File: src/rtl/npc_ras_unit.sv
// Next-PC unit for the MIPS core: PC register, branch/jump target selection and a
// circular return-address stack for JAL/RET with stall hold and flush.
module npc_ras_unit #(
    parameter int          WIDTH     = 32,
    parameter int          RAS_DEPTH = 4,
    parameter logic [31:0] RESET_PC  = 32'h0000_3000
) (
    input  logic             clk,
    input  logic             rst,
    input  logic             stall,
    input  logic             ras_flush,
    input  logic [2:0]       npc_sel,
    input  logic             zero,
    input  logic             neg,
    input  logic [25:0]      imme,
    input  logic [WIDTH-1:0] rs,
    output logic [WIDTH-1:0] pc,
    output logic [WIDTH-1:0] pc_4,
    output logic [WIDTH-1:0] npc,
    output logic             ras_hit,
    output logic             ras_empty,
    output logic             ras_full,
    output logic             ras_overflow,
    output logic             misalign
);

    localparam int PW = (RAS_DEPTH > 1) ? $clog2(RAS_DEPTH) : 1;

    typedef enum logic [2:0] {
        SEL_SEQ  = 3'd0,
        SEL_BEQ  = 3'd1,
        SEL_BNEG = 3'd2,
        SEL_J    = 3'd3,
        SEL_JAL  = 3'd4,
        SEL_JR   = 3'd5,
        SEL_RET  = 3'd6,
        SEL_RSV  = 3'd7
    } npc_sel_e;

    logic [WIDTH-1:0] pc_q, pc_d;
    logic [PW-1:0]    ptr_q, ptr_d;
    logic [PW:0]      cnt_q, cnt_d;
    logic             ovf_q, ovf_d;
    logic [WIDTH-1:0] ras_q [RAS_DEPTH];

    logic signed [17:0] off_s;
    logic [WIDTH-1:0]   off;
    logic [WIDTH-1:0]   br_tgt;
    logic [WIDTH-1:0]   j_tgt;
    logic [WIDTH-1:0]   rs_tgt;
    logic [PW-1:0]      top_idx;
    logic               push, pop;
    npc_sel_e           sel;

    assign sel       = npc_sel_e'(npc_sel);
    assign pc        = pc_q;
    assign pc_4      = pc_q + WIDTH'(4);
    assign off_s     = {imme[15:0], 2'b00};
    assign off       = WIDTH'(off_s);
    assign br_tgt    = pc_4 + off;
    assign j_tgt     = {pc_4[WIDTH-1:28], imme, 2'b00};
    assign rs_tgt    = {rs[WIDTH-1:2], 2'b00};
    // ptr_q is the next write slot, so the most recent entry sits one below it.
    assign top_idx   = ptr_q - PW'(1);

    assign ras_empty    = (cnt_q == '0);
    assign ras_full     = (cnt_q == (PW+1)'(RAS_DEPTH));
    assign ras_overflow = ovf_q;

    always_comb begin
        npc      = pc_4;
        ras_hit  = 1'b0;
        misalign = 1'b0;
        case (sel)
            SEL_BEQ:  npc = zero ? br_tgt : pc_4;
            SEL_BNEG: npc = neg ? br_tgt : pc_4;
            SEL_J,
            SEL_JAL:  npc = j_tgt;
            SEL_JR: begin
                npc      = rs_tgt;
                misalign = |rs[1:0];
            end
            SEL_RET: begin
                if (!ras_empty) begin
                    npc     = ras_q[top_idx];
                    ras_hit = 1'b1;
                end else begin
                    npc      = rs_tgt;
                    misalign = |rs[1:0];
                end
            end
            default:  npc = pc_4;
        endcase
    end

    // Flush wins over any push/pop; stall freezes PC and stack alike.
    always_comb begin
        push  = !stall && !ras_flush && (sel == SEL_JAL);
        pop   = !stall && !ras_flush && (sel == SEL_RET) && !ras_empty;
        pc_d  = stall ? pc_q : npc;
        ptr_d = ptr_q;
        cnt_d = cnt_q;
        ovf_d = push && ras_full;
        if (ras_flush) begin
            cnt_d = '0;
        end else if (push) begin
            ptr_d = ptr_q + PW'(1);
            if (!ras_full) cnt_d = cnt_q + (PW+1)'(1);
        end else if (pop) begin
            ptr_d = top_idx;
            cnt_d = cnt_q - (PW+1)'(1);
        end
    end

    always_ff @(posedge clk or posedge rst) begin
        if (rst) begin
            pc_q  <= WIDTH'(RESET_PC);
            ptr_q <= '0;
            cnt_q <= '0;
            ovf_q <= 1'b0;
        end else begin
            pc_q  <= pc_d;
            ptr_q <= ptr_d;
            cnt_q <= cnt_d;
            ovf_q <= ovf_d;
        end
    end

    // When full, the write slot is the oldest entry, giving the circular overwrite.
    always_ff @(posedge clk) begin
        if (push) ras_q[ptr_q] <= pc_4;
    end

endmodule

File: config.mk
export PLATFORM = sky130hd
export DESIGN_NAME = npc_ras_unit
export DESIGN_NICKNAME = d
export VERILOG_FILES = /design/src/rtl/npc_ras_unit.sv
export SDC_FILE = /design/constraint.sdc
export NUM_CORES = 1
export LEC_CHECK = 0
export CORE_MARGIN = 2
export CORE_UTILIZATION = 45
export CTS_BUF_LIST = sky130_fd_sc_hd__clkbuf_4 sky130_fd_sc_hd__clkbuf_8
export DETAILED_ROUTE_END_ITERATION = 8
export PLACE_DENSITY = 0.77
export SLEW_MARGIN = 40
export SYNTH_ARGS = -nofsm -noshare
export SYNTH_HDL_FRONTEND = slang
export SYNTH_SLANG_ARGS = --single-unit
File: constraint.sdc
create_clock -name clk -period 9.28 [get_ports clk]
set_input_delay 1.392 -clock clk [delete_from_list [all_inputs] [get_ports clk]]
set_output_delay 1.392 -clock clk [all_outputs]
set_load 0.01 [all_outputs]
After elaboration in Yosys (flattened, before gate mapping) --
Memories as Yosys holds them, arrays and structs flattened. Cells that the tools add are included.
Word-level totals: memories kept 1, memory bits (writable) 128, latch bits 0, logic and storage cells 51, output and inout port bits 101, bits in registers 38, input port bits 67, memory bits (read-only) 0
Cells by class: $mul 0, order comparisons 0, mux-type cells 16, div/mod/pow operators 0, equal/unequal tests 8, reduce and logical (&&, ||, !) cells 15, add/subtract/negate cells 6, shift-type cells 0, bitwise gates (word level) 1
Memories:
- ras_q | words 4, bits a word 32, read ports 1, clocked after memory_dff 0, write ports 1, RTL line 44 | logic [WIDTH-1:0] ras_q [RAS_DEPTH];
Operators with widths (count):
- 32-bit case mux with 5 select lines | 1
- 32-bit 2-to-1 mux | 3
- 32-bit by 3-bit adder with 32-bit output (second input constant) | 1
- 32-bit adder | 1
- 3-bit == test (second input constant) | 4
- 3-bit 2-to-1 mux | 4
- 3-bit by 2-bit == test with 1-bit output (second input constant) | 2
- 1-bit logical AND | 5
- 1-bit 2-to-1 mux | 5
- 2-bit 2-to-1 mux | 2
- 2-bit AND reduction | 2
- 2-bit OR reduction | 2
- 3-bit by 1-bit adder with 3-bit output (second input constant) | 1
- 3-bit by 1-bit == test with 1-bit output (second input constant) | 1
- 1-bit zero test | 3
- 3-bit zero test | 1
- 3-bit != test (second input constant) | 1
- 3-bit nonzero test | 1
- 3-bit by 1-bit subtractor with 3-bit output (second input constant) | 1
- 2-bit by 1-bit adder with 2-bit output (second input constant) | 1
- 1-bit case mux with 2 select lines | 1
- 2-bit nonzero test | 1
- 2-bit by 1-bit subtractor with 2-bit output (second input constant) | 1
- 1-bit inverter | 1

Depth between registers and ports, before layout --
Gate-level depths: netlist of the first run.
depth in word-level cells 7, mapped depth 16, mapped depth without buffers 16

Worst setup path before layout of the first run --
Ideal clock, no wire load.
kind register -> output, from register pc_q[12] (netlist: pc[12]), to output port npc[31], buffers on the path 2, setup slack 3964 ps, arrival 3924 ps, required time 7888 ps, stages on the path, launching flop included 17, cell sequence dfstp_2 and4_4 nand3_4 or3_1 buf_2 xnor2_1 ha_1 clkbuf_1 a21o_1 a21o_1 a21oi_1 nand3_1 o21ai_1 o21ai_0 o41ai_1 mux2i_1 nand2b_1
Between the ends: longest elaborated chain between the ends 4
RTL lines:
- from (decl) | RTL line 40 | logic [WIDTH-1:0] pc_q, pc_d;
- from (signal assigned) | RTL line 117 | pc_q <= WIDTH'(RESET_PC);
- from (signal assigned) | RTL line 122 | pc_q <= pc_d;
- 32-bit by 3-bit adder with 32-bit output (*) | RTL line 57 | assign pc_4 = pc_q + WIDTH'(4);
- named net pc_4[18] | RTL line 18 | output logic [WIDTH-1:0] pc_4,
- 32-bit adder (*) | RTL line 60 | assign br_tgt = pc_4 + off;
- 32-bit 2-to-1 mux (on tied branches) | RTL line 76, 75
- 32-bit case mux with 5 select lines (*) | RTL line 74 | case (sel)
- to (decl) | RTL line 19 | output logic [WIDTH-1:0] npc,
Mark *: on every way through the listed nets, which the timed path passes. The rest lies on a longest branch.

Worst setup path after layout of the first run --
from register pc_q[2] (netlist: pc[2]), to output port npc[31]
Between the ends: longest elaborated chain between the ends 4
RTL lines (RTL line):
- 32-bit by 3-bit adder with 32-bit output (*) | 57
- 32-bit adder | 60
- 32-bit 2-to-1 mux (on tied branches) | 76, 75
- 32-bit case mux with 5 select lines (*) | 74
Mark *: on every way between the ends. The rest lies on a longest branch, timed or not.

==> flow_metrics.py, run 1 <==
metrics = {
    "run_status": {
        "status": "finished clean",
    },
    "worst_setup_path": {
        "cp_max_fo": 7,
        "critPathKind": "register to primary output",
        "crit_required_ns": 7.89,
        "worstSetupStartpointType": "register",
        "crit_arrival_ns": 5.53,
        "cp-end-kind": "primary output",
        "r2r_setup_slack_ns": 4.57,
        "rr_worst_depth": 15,
    },
    "grt": {
        "grt_pass1_wl_mm": 39.6,
        "grt_pass1_vias": 7066,
        "grt_start_max_net_pins": 40,
        "antenna_found_initial": 0,
        "gr-usage-all-layers": 0.241,
        "overflow": 0,
    },
    "floorplan": {
        "die_y_um": 147,
        "die_x_um": 147,
        "start_util": 0.457,
        "io_pins": 168,
        "core_area_mm2": 0.0201,
        "std_cell_rows": 52,
        "die_area_mm2": 0.0216,
    },
    "drt": {
        "vias": 6991,
        "viasPerCell": 5.91,
        "wl_per_cell_um": 21.7,
        "routed_wl_mm": 25.7,
        "dr.pass1.iters": 6,
        "drc": 0,
        "ant_nets": 0,
        "initialDrtViolationCount": 673,
    },
    "layout": {
        "num_antenna_cells": 0,
        "syn2layout_area_growth_pct": 26.5,
        "fin_nets": 1009,
        "drive_gt1_frac": 0.138,
        "final_cell_area_mm2": 0.0116,
    },
    "placement": {
        "port_buffers": 167,
        "gp_routability_congestion": 0.930,
        "placed_area_mm2": 0.0112,
        "place_hpwl_mm": 17.7,
    },
    "clock_tree": {
        "post_cts_resized": 0,
        "max-clock-path-buffers": 2,
        "post-cts-setup-buffer-count": 0,
        "root_buffer": "clkbuf_8",
        "ctsHtreeMaxLevel": 4,
        "hold_buffers": 0,
        "cts_sinks": 166,
        "insertion_delay_ns": 0.47,
        "tritoncts.num_buffers": 17,
        "tritoncts": "yes",
        "cts.clk_slew.worst_paths_ns": 0.09,
    },
    "sta": {
        "rsz0062_at_grt": "false",
        "maxSlewViolCount": 0,
        "fmax_mhz": 145,
        "finalSetupViolations": 0,
        "fin_crit_ns": 6.92,
        "maxSlewHeadroom": 0.493,
        "skew_ns": 0.0124,
        "tightestPinTransition_ns": 0.755,
        "tns_ns": 0,
        "fin_crit_sh": 0.745,
        "finalHoldViolations": 0,
    },
    "yosys": {
        "synth-seq-cells": 166,
        "ys_top_cells_by_area": "edfxtp_1 (42%), dfrtp_1 (9.8%), mux4_2 (7.8%), ha_1 (5.4%), mux2_2 (3.3%)",
        "synth_top_cell_area_share": 0.418,
        "synthesis.area_mm2": 0.00919,
        "yosys_warnings": 0,
        "synth-async-reset-ratio": 0.229,
        "syn_inst": 736,
        "ys.flop_type": "edfxtp_1",
        "synth.distinct_cells": 64,
        "yosys.area.top_type": "edfxtp_1",
        "mappedNetlistNets": 845,
        "synth_edf_count": 128,
        "synth_seq_area_share": 0.522,
        "avgSynthCellArea_um2": 12.5,
    },
    "pwr": {
        "peakVddDrop_mv": 0.131,
        "power.density_mw_per_mm2": 245,
        "p_leak_nw": 4.20,
    },
    "flow_run": {
        "cap_violations": 0,
    },
    "min_path": {
        "worstHoldPathType": "register to register",
        "hold_depth": 2,
    },
}
-- worst max-delay path, stage by stage, from the launching register on --
cell and delay [ns]:
dfrtp_1 0.44, ha_1 0.23, nand4_1 0.38, or3_1 0.60, xnor2_1 0.60, ha_1 0.44
a21o_1 0.21, a21o_1 0.18, a21oi_1 0.19, nand3_1 0.09, o21ai_1 0.19, o21ai_0 0.17
o41ai_1 0.46, mux2i_1 0.31, nand2b_1 0.08, clkdlybuf4s50_1 0.50
-- power by group --
group | internal [mW] | total (mW) | switching [mW]
combinational | 0.617 | 1.30 | 0.684
sequential | 0.897 | 0.965 | 0.0681
clock | 0.303 | 0.583 | 0.280
total | 1.82 | 2.85 | 1.03
-- state kept, by name, indices dropped and copies added (netlist names) --
| signal | flops |
|---|---|
| ras_q | 128 |
| pc | 32 |
| ptr_q | 2 |
| cnt_q | 3 |
| ras_overflow | 1 |
-- cells in the mapped netlist (5+ instances only) --
cell type	n
a21oi_1	41
edfxtp_1	128
a222oi_1	22
a21o_1	13
nor3_1	6
inv_1	18
o21ai_0	19
o211ai_1	21
nand2_1	79
a211oi_1	5
ha_1	40
dfrtp_1	36
a221o_1	7
nand4_1	6
mux4_2	32
and2_1	8
nand2b_1	9
mux2_2	27
a22oi_1	6
xor2_1	22
nor2_1	42
clkbuf_1	23
xnor2_1	34
nor2b_1	7
nand3_1	18
-- metal layers --
layer	track usage	vias up	wire length [µm]
met4	0.0772	0	422
met3	0.0453	33	2070
met5	0	-	0
li1	-	3180	-
met2	0.389	333	12400
met1	0.333	3445	10800
-- worst paths after layout --
path,start,end
max in group asynchronous,rst,ptr_q[0]
setup / recovery,pc[2],npc[31]
min in group asynchronous,rst,pc[29]
setup reg to reg,pc[2],pc[24]
hold / removal,cnt_q[1],cnt_q[1]
hold reg to reg,cnt_q[1],cnt_q[1]
-- layout make-up --
class	count	area [µm²]
Fill cell	1614	8480
Sequential cell	166	4800
Multi-Input combinational cell	519	4220
Timing Repair Buffer	178	1750
Tap cell	270	338
Clock buffer	18	248
Clock inverter	14	198
Inverter	18	70.1
-- layout by cell type (no fill, tap or decap), types with 27 or more instances in the layout --
master	n
clkdlybuf4s50_1	165
edfxtp_1	128
nand2_1	79
a21oi_1	41
nor2_1	41
ha_1	39
dfrtp_1	35
xnor2_1	33
mux4_2	32
mux2_2	27
-- cells by family after synthesis --
kind of cell | share of synthesized area
XOR/XNOR | 0.0534
multiplexers | 0.113
buffers and inverters | 0.0222
AND/OR/NAND/NOR | 0.0973
flip-flops | 0.522
AO/OA/AOI/OAI | 0.133
adder cells (fa/ha/maj) | 0.0588
-- through the flow --
| stage | util | std cells | power [mW] | hold WS, ns | worst slack (ns) |
|---|---|---|---|---|---|
| 6_report | 0.578 | 1183 | 2.85 | 0.573 | 2.36 |
| 5_1_grt | 0.578 | 1183 | 3.00 | 0.623 | 1.91 |
| 4_1_cts | 0.577 | 1183 | 2.85 | 0.570 | 2.33 |
| 3_5_place_dp | 0.555 | 1151 | 2.27 | 0.551 | 2.65 |
| 3_3_place_gp | 0.555 | 1151 | 2.25 | 0.533 | 2.60 |
| 2_1_floorplan | - | 736 | 1.77 | 0.500 | 3.96 |
No activity file was read; power rests on OpenSTA's default activity.
==> run 2, diff against run 1 <==
Settings changed: PLACE_DENSITY 0.77 to 0.8.
Clock period 9.28 ns to 5.7 ns, I/O delays scaled along.
==> run 2 against run 1 <==
Compared with the run above: non-clock buffer count increased by 36; clock-buffer cell count is 5 higher; design area is 2.8% higher; flip-flop and latch count is the same; cell count up 3.0%; via count up 3.6%; largest power group unchanged; routed wire length increased by 1.6%; combinational power is 71% higher; sequential share of layout area shrank 1.1 points; critical endpoint unchanged.
==> flow_metrics.py, run 2 (same netlist as run 1, synthesis figures left out) <==
metrics = {
    "sta": {
        "fin_crit_sh": 0.962,
        "skew_ns": 0.0171,
        "fmax_mhz": 182,
        "finalSetupViolations": 0,
        "finalHoldViolations": 0,
        "tns_ns": 0,
        "maxSlewHeadroom": 0.465,
        "timing.hold.ws_ns": 0.562,
        "tightestPinTransition_ns": 0.802,
        "maxSlewViolCount": 0,
        "setup_ws_ns": 0.216,
        "fin_crit_ns": 5.48,
    },
    "drt": {
        "initialDrtViolationCount": 720,
        "drc": 0,
        "vias": 7242,
        "dr.pass1.iters": 7,
        "viasPerCell": 5.94,
        "wl_per_cell_um": 21.4,
        "routed_wl_mm": 26.1,
        "ant_nets": 0,
    },
    "floorplan": {
        "start_util": 0.457,
        "std_cell_rows": 52,
        "core_area_mm2": 0.0201,
        "die_area_mm2": 0.0216,
        "die_y_um": 147,
        "io_pins": 168,
        "die_x_um": 147,
    },
    "min_path": {
        "hold_path_end": "cnt_q[1]",
        "worstHoldPathType": "register to register",
        "hold_depth": 2,
        "hold_start": "cnt_q[1]",
    },
    "worst_setup_path": {
        "cp-end-kind": "primary output",
        "crit_arrival_ns": 4.63,
        "critPathKind": "register to primary output",
        "crit_required_ns": 4.85,
        "crit_buf_inv": 3,
        "rr_worst_depth": 17,
        "cp.depth": 17,
        "r2r_setup_slack_ns": 1.59,
        "reg2reg_to": "pc[29]",
        "worstSetupStartpointType": "register",
        "worst_path_max_delay_cell": "clkdlybuf4s50_1",
        "max_stage_delay_ns": 0.48,
        "crit_chain": "ha_1 > nand4_1 > buf_4 > or2_2 > xnor2_1 > ha_2 > a21oi_2 > o221ai_1 > a31oi_1 > buf_4 > a211oi_2 > o21ai_1 > o21ai_1 > o41ai_2 > mux2i_1 > nand2b_1 > clkdlybuf4s50_1",
        "reg2reg_from": "pc[2]",
        "cp_max_fo": 6,
        "crit_family": "compound AO/OA/AOI/OAI gates",
    },
    "clock_tree": {
        "hold_buffers": 0,
        "cts.clk_slew.worst_paths_ns": 0.09,
        "tritoncts.num_buffers": 17,
        "tritoncts": "yes",
        "max-clock-path-buffers": 2,
        "insertion_delay_ns": 0.46,
        "ctsHtreeMaxLevel": 4,
        "cts_sinks": 166,
        "root_buffer": "clkbuf_8",
    },
    "layout": {
        "finish.utilization": 0.594,
        "multi_input_area_mm2": 0.00432,
        "fillers": 1616,
        "seqCellArea_mm2": 0.00480,
        "final_cell_area_mm2": 0.0119,
        "drive_gt1_frac": 0.188,
        "largest_reg_flops": 128,
        "fin_nets": 1045,
        "final_common_cell": "clkdlybuf4s50_1",
        "mostFrequentLayoutCells": "clkdlybuf4s50_1 (164), edfxtp_1 (128), nand2_1 (78), buf_4 (47), nor2_1 (40)",
        "num_antenna_cells": 0,
        "syn2layout_area_growth_pct": 30.0,
        "top_register": "ras_q",
    },
    "grt": {
        "grt_pass1_vias": 7096,
        "grt_start_max_net_pins": 40,
        "antenna_found_initial": 0,
        "grt_pass1_wl_mm": 39.6,
        "gr-usage-all-layers": 0.240,
        "overflow": 0,
    },
    "pwr": {
        "p_leak_nw": 4.40,
        "peakVddDrop_mv": 0.177,
        "power.density_mw_per_mm2": 388,
    },
    "placement": {
        "dp_worst_setup_slack_ns": 0.123,
        "placed_area_mm2": 0.0114,
        "port_buffers": 167,
        "place_hpwl_mm": 18.2,
        "gp_routability_congestion": 0.962,
    },
    "flow_run": {
        "cap_violations": 0,
    },
    "run_status": {
        "status": "finished clean",
    },
}
## run 2: power breakdown
part	internal [mW]	switching (mW)
Clock	0.391	0.414
Combinational	1.09	1.12
Sequential	1.46	0.149
Total	2.94	1.69
## run 2: final cells by class
type / instances / share of cell area
clock buffer: 23 / 0.0249
timing repair buffer: 214 / 0.171
tap: 270 / 0.0283
multi-input combinational: 519 / 0.362
sequential: 166 / 0.402
inverter: 18 / 0.00566
clock inverter: 9 / 0.00660
## run 2: timing repair
item | 4_1_cts | 5_1_grt
pin swaps | 0 | 4
resized for setup | 9 | 21
setup endpoints to repair | 8 | 11
buffers inserted | 1 | 0
## run 2: stage by stage
| stage | total power [mW] | instances |
|---|---|---|
| 2_1_floorplan | 2.88 | 736 |
| 3_3_place_gp | 3.74 | 1186 |
| 3_5_place_dp | 3.78 | 1186 |
| 4_1_cts | 4.61 | 1219 |
| 5_1_grt | 4.88 | 1219 |
| 6_report | 4.63 | 1219 |
## run 2: worst max path at each step
| stage | slack [ns] | startpoint | to |
|---|---|---|---|
| after floorplan | 0.92 | pc[12] | npc[31] |
| after global placement | 0.25 | imme[0] | npc[30] |
| after detailed placement | 0.12 | imme[0] | npc[24] |
| after CTS | 0.04 | pc[7] | npc[30] |
| after global routing | -0.006 | pc[2] | npc[31] |
| final | 0.22 | pc[2] | npc[31] |
## run 2: tightest hold or removal path: cells and delay by family, from the launching register on
kind / cells / cell delay, ns
AO/OA/AOI/OAI: 1 / 0.07
flip-flops: 1 / 0.38
AND/OR/NAND/NOR: 1 / 0.08
## run 2: per-layer routing
layer	vias to the layer above	share of wire	GRT usage
met5	-	0	0
met4	0	0.015	0.0641
met3	38	0.091	0.0553
met2	373	0.49	0.402
met1	3582	0.40	0.316
li1	3249	-	-
==> run 3, diff against run 2 <==
Settings changed: RECOVER_POWER from default to 50.
==> run 3 against run 2 <==
Compared with the run above: the run now ends with max-capacitance violations, max-slew violations left; flip-flop and latch count did not move; first-iteration DRC count fell by 4.9%; global-route usage did not move; sequential power barely moved; setup slack got worse by 0.0044 ns; cell count did not move; combinational power barely moved; non-clock buffer count did not move; design area fell by 0.22%; clock power barely moved; maximum frequency barely moved; die area did not move; largest power group unchanged; highest routed layer unchanged.
==> flow_metrics.py, run 3 (same netlist as run 1, synthesis figures left out) <==
metrics = {
    "run_status": {
        "status": "complete, but fails checks",
        "violations": "max-capacitance violations, max-slew violations",
    },
    "layout": {
        "largest_reg_flops": 128,
        "final_common_cell": "clkdlybuf4s50_1",
        "final_cell_area_mm2": 0.0119,
        "finish.utilization": 0.593,
        "fin_nets": 1045,
        "fillers": 1619,
        "num_antenna_cells": 0,
        "top_register": "ras_q",
        "fin_cells": 1219,
        "syn2layout_area_growth_pct": 29.8,
        "mostFrequentLayoutCells": "clkdlybuf4s50_1 (163), edfxtp_1 (128), nand2_1 (78), nor2_1 (40), buf_4 (40)",
        "drive_gt1_frac": 0.180,
    },
    "grt": {
        "use_met1": 0.316,
        "use_met3": 0.0553,
        "gr-usage-all-layers": 0.240,
        "antenna_found_initial": 0,
        "grt_start_max_net_pins": 40,
        "use_met2": 0.402,
        "overflow": 0,
        "top_usage_layer": "met2",
        "grt_pass1_vias": 7096,
        "grt_pass1_wl_mm": 39.6,
    },
    "worst_setup_path": {
        "crit_required_ns": 4.85,
        "crit_arrival_ns": 4.63,
        "crit_chain": "ha_1 > nand4_1 > buf_4 > or2_2 > xnor2_1 > ha_2 > a21oi_2 > o221ai_1 > a31oi_1 > buf_4 > a211oi_2 > o21ai_1 > o21ai_1 > o41ai_2 > mux2i_1 > nand2b_1 > clkdlybuf4s50_1",
        "worst_path_max_delay_cell": "clkdlybuf4s50_1",
        "reg2reg_to": "pc[29]",
        "rr_worst_depth": 17,
        "cp_max_fo": 6,
        "cp-end-kind": "primary output",
        "critPathKind": "register to primary output",
        "reg2reg_from": "pc[2]",
        "r2r_setup_slack_ns": 1.58,
        "max_stage_delay_ns": 0.48,
        "worstSetupStartpointType": "register",
    },
    "sta": {
        "finalSetupViolations": 0,
        "tns_ns": 0,
        "setup_ws_ns": 0.212,
        "finalHoldViolations": 0,
        "maxSlewHeadroom": -0.736,
        "tightestPinTransition_ns": 2.60,
        "maxSlewViolCount": 39,
        "timing.hold.ws_ns": 0.562,
        "fmax_mhz": 182,
        "skew_ns": 0.0170,
        "fin_crit_sh": 0.963,
        "fin_crit_ns": 5.49,
    },
    "floorplan": {
        "std_cell_rows": 52,
        "die_x_um": 147,
        "die_y_um": 147,
        "die_area_mm2": 0.0216,
        "core_area_mm2": 0.0201,
        "io_pins": 168,
        "start_util": 0.457,
    },
    "drt": {
        "dr.pass1.iters": 5,
        "ant_nets": 0,
        "vias": 7269,
        "viasPerCell": 5.96,
        "drc": 0,
        "routed_wl_mm": 26.1,
        "wl_per_cell_um": 21.4,
        "initialDrtViolationCount": 685,
    },
    "min_path": {
        "hold_depth": 2,
        "worstHoldPathType": "register to register",
        "hold_path_end": "cnt_q[1]",
        "hold_start": "cnt_q[1]",
    },
    "clock_tree": {
        "tritoncts": "yes",
        "ctsHtreeMaxLevel": 4,
        "hold_buffers": 0,
        "cts_sinks": 166,
        "root_buffer": "clkbuf_8",
        "max-clock-path-buffers": 2,
        "cts.clk_slew.worst_paths_ns": 0.09,
        "insertion_delay_ns": 0.46,
        "tritoncts.num_buffers": 17,
    },
    "pwr": {
        "p_int_mw": 2.93,
        "pwr-share-comb": 0.477,
        "netSwitchingFraction": 0.365,
        "p_switching_mw": 1.68,
        "fin_total_pwr_mw": 4.61,
        "p_leak_nw": 4.37,
        "seq_power_share": 0.348,
        "peakVddDrop_mv": 0.177,
        "power.density_mw_per_mm2": 387,
        "p_clk_frac": 0.175,
    },
    "flow_run": {
        "cap_violations": 1,
    },
    "placement": {
        "placed_area_mm2": 0.0114,
        "port_buffers": 167,
        "dp_worst_setup_slack_ns": 0.123,
        "place_hpwl_mm": 18.2,
        "dp_cells": 1186,
        "gp_routability_congestion": 0.962,
    },
}
## run 3: worst max-delay path by stage
stage,startpoint,cells after the start,to
floorplan,pc[12],16,npc[31]
global placement,imme[0],14,npc[30]
detailed placement,imme[0],13,npc[24]
CTS,pc[7],16,npc[30]
global route,pc[2],17,npc[31]
finish,pc[2],17,npc[31]
## run 3: power by group through the flow
stage | Combinational, mW | Clock, mW | Sequential, mW
final | 2.20 | 0.806 | 1.61
after global routing | 2.36 | 0.877 | 1.62
after CTS | 2.18 | 0.822 | 1.60
after detailed placement | 2.15 | 0 | 1.63
after global placement | 2.11 | 0 | 1.62
after floorplan | 1.29 | 0 | 1.59
## run 3: metal layers
metal,vias to the layer above,part of all wire
met5,-,0
met4,0,0.017
met3,48,0.090
met2,398,0.49
met1,3580,0.40
li1,3243,-
## run 3: worst max-delay path, delay by kind of cell (launching register included)
kind | cells | cell delay, ns
compound gates | 7 | 1.21
mux | 1 | 0.32
simple gates | 3 | 0.54
buf+inv | 3 | 0.84
fa+ha+maj | 2 | 0.61
flops | 1 | 0.42
xor+xnor | 1 | 0.24
## run 3: layout make-up
class                   count  area (µm²)  share of cell area
repair buffers            214        2010               0.169
inverters                  18        67.6             0.00567
clock buffers              23         298              0.0250
flip-flops and latches    166        4800               0.403
multi-input cells         519        4320               0.363
well taps                 270         338              0.0283
clock inverters             9        78.8             0.00661
## run 3: repair_timing
item	in CTS	in global routing
endpoints found under the setup margin	8	11
pin swaps	0	4
buffers inserted	1	0
gates resized for setup	9	21
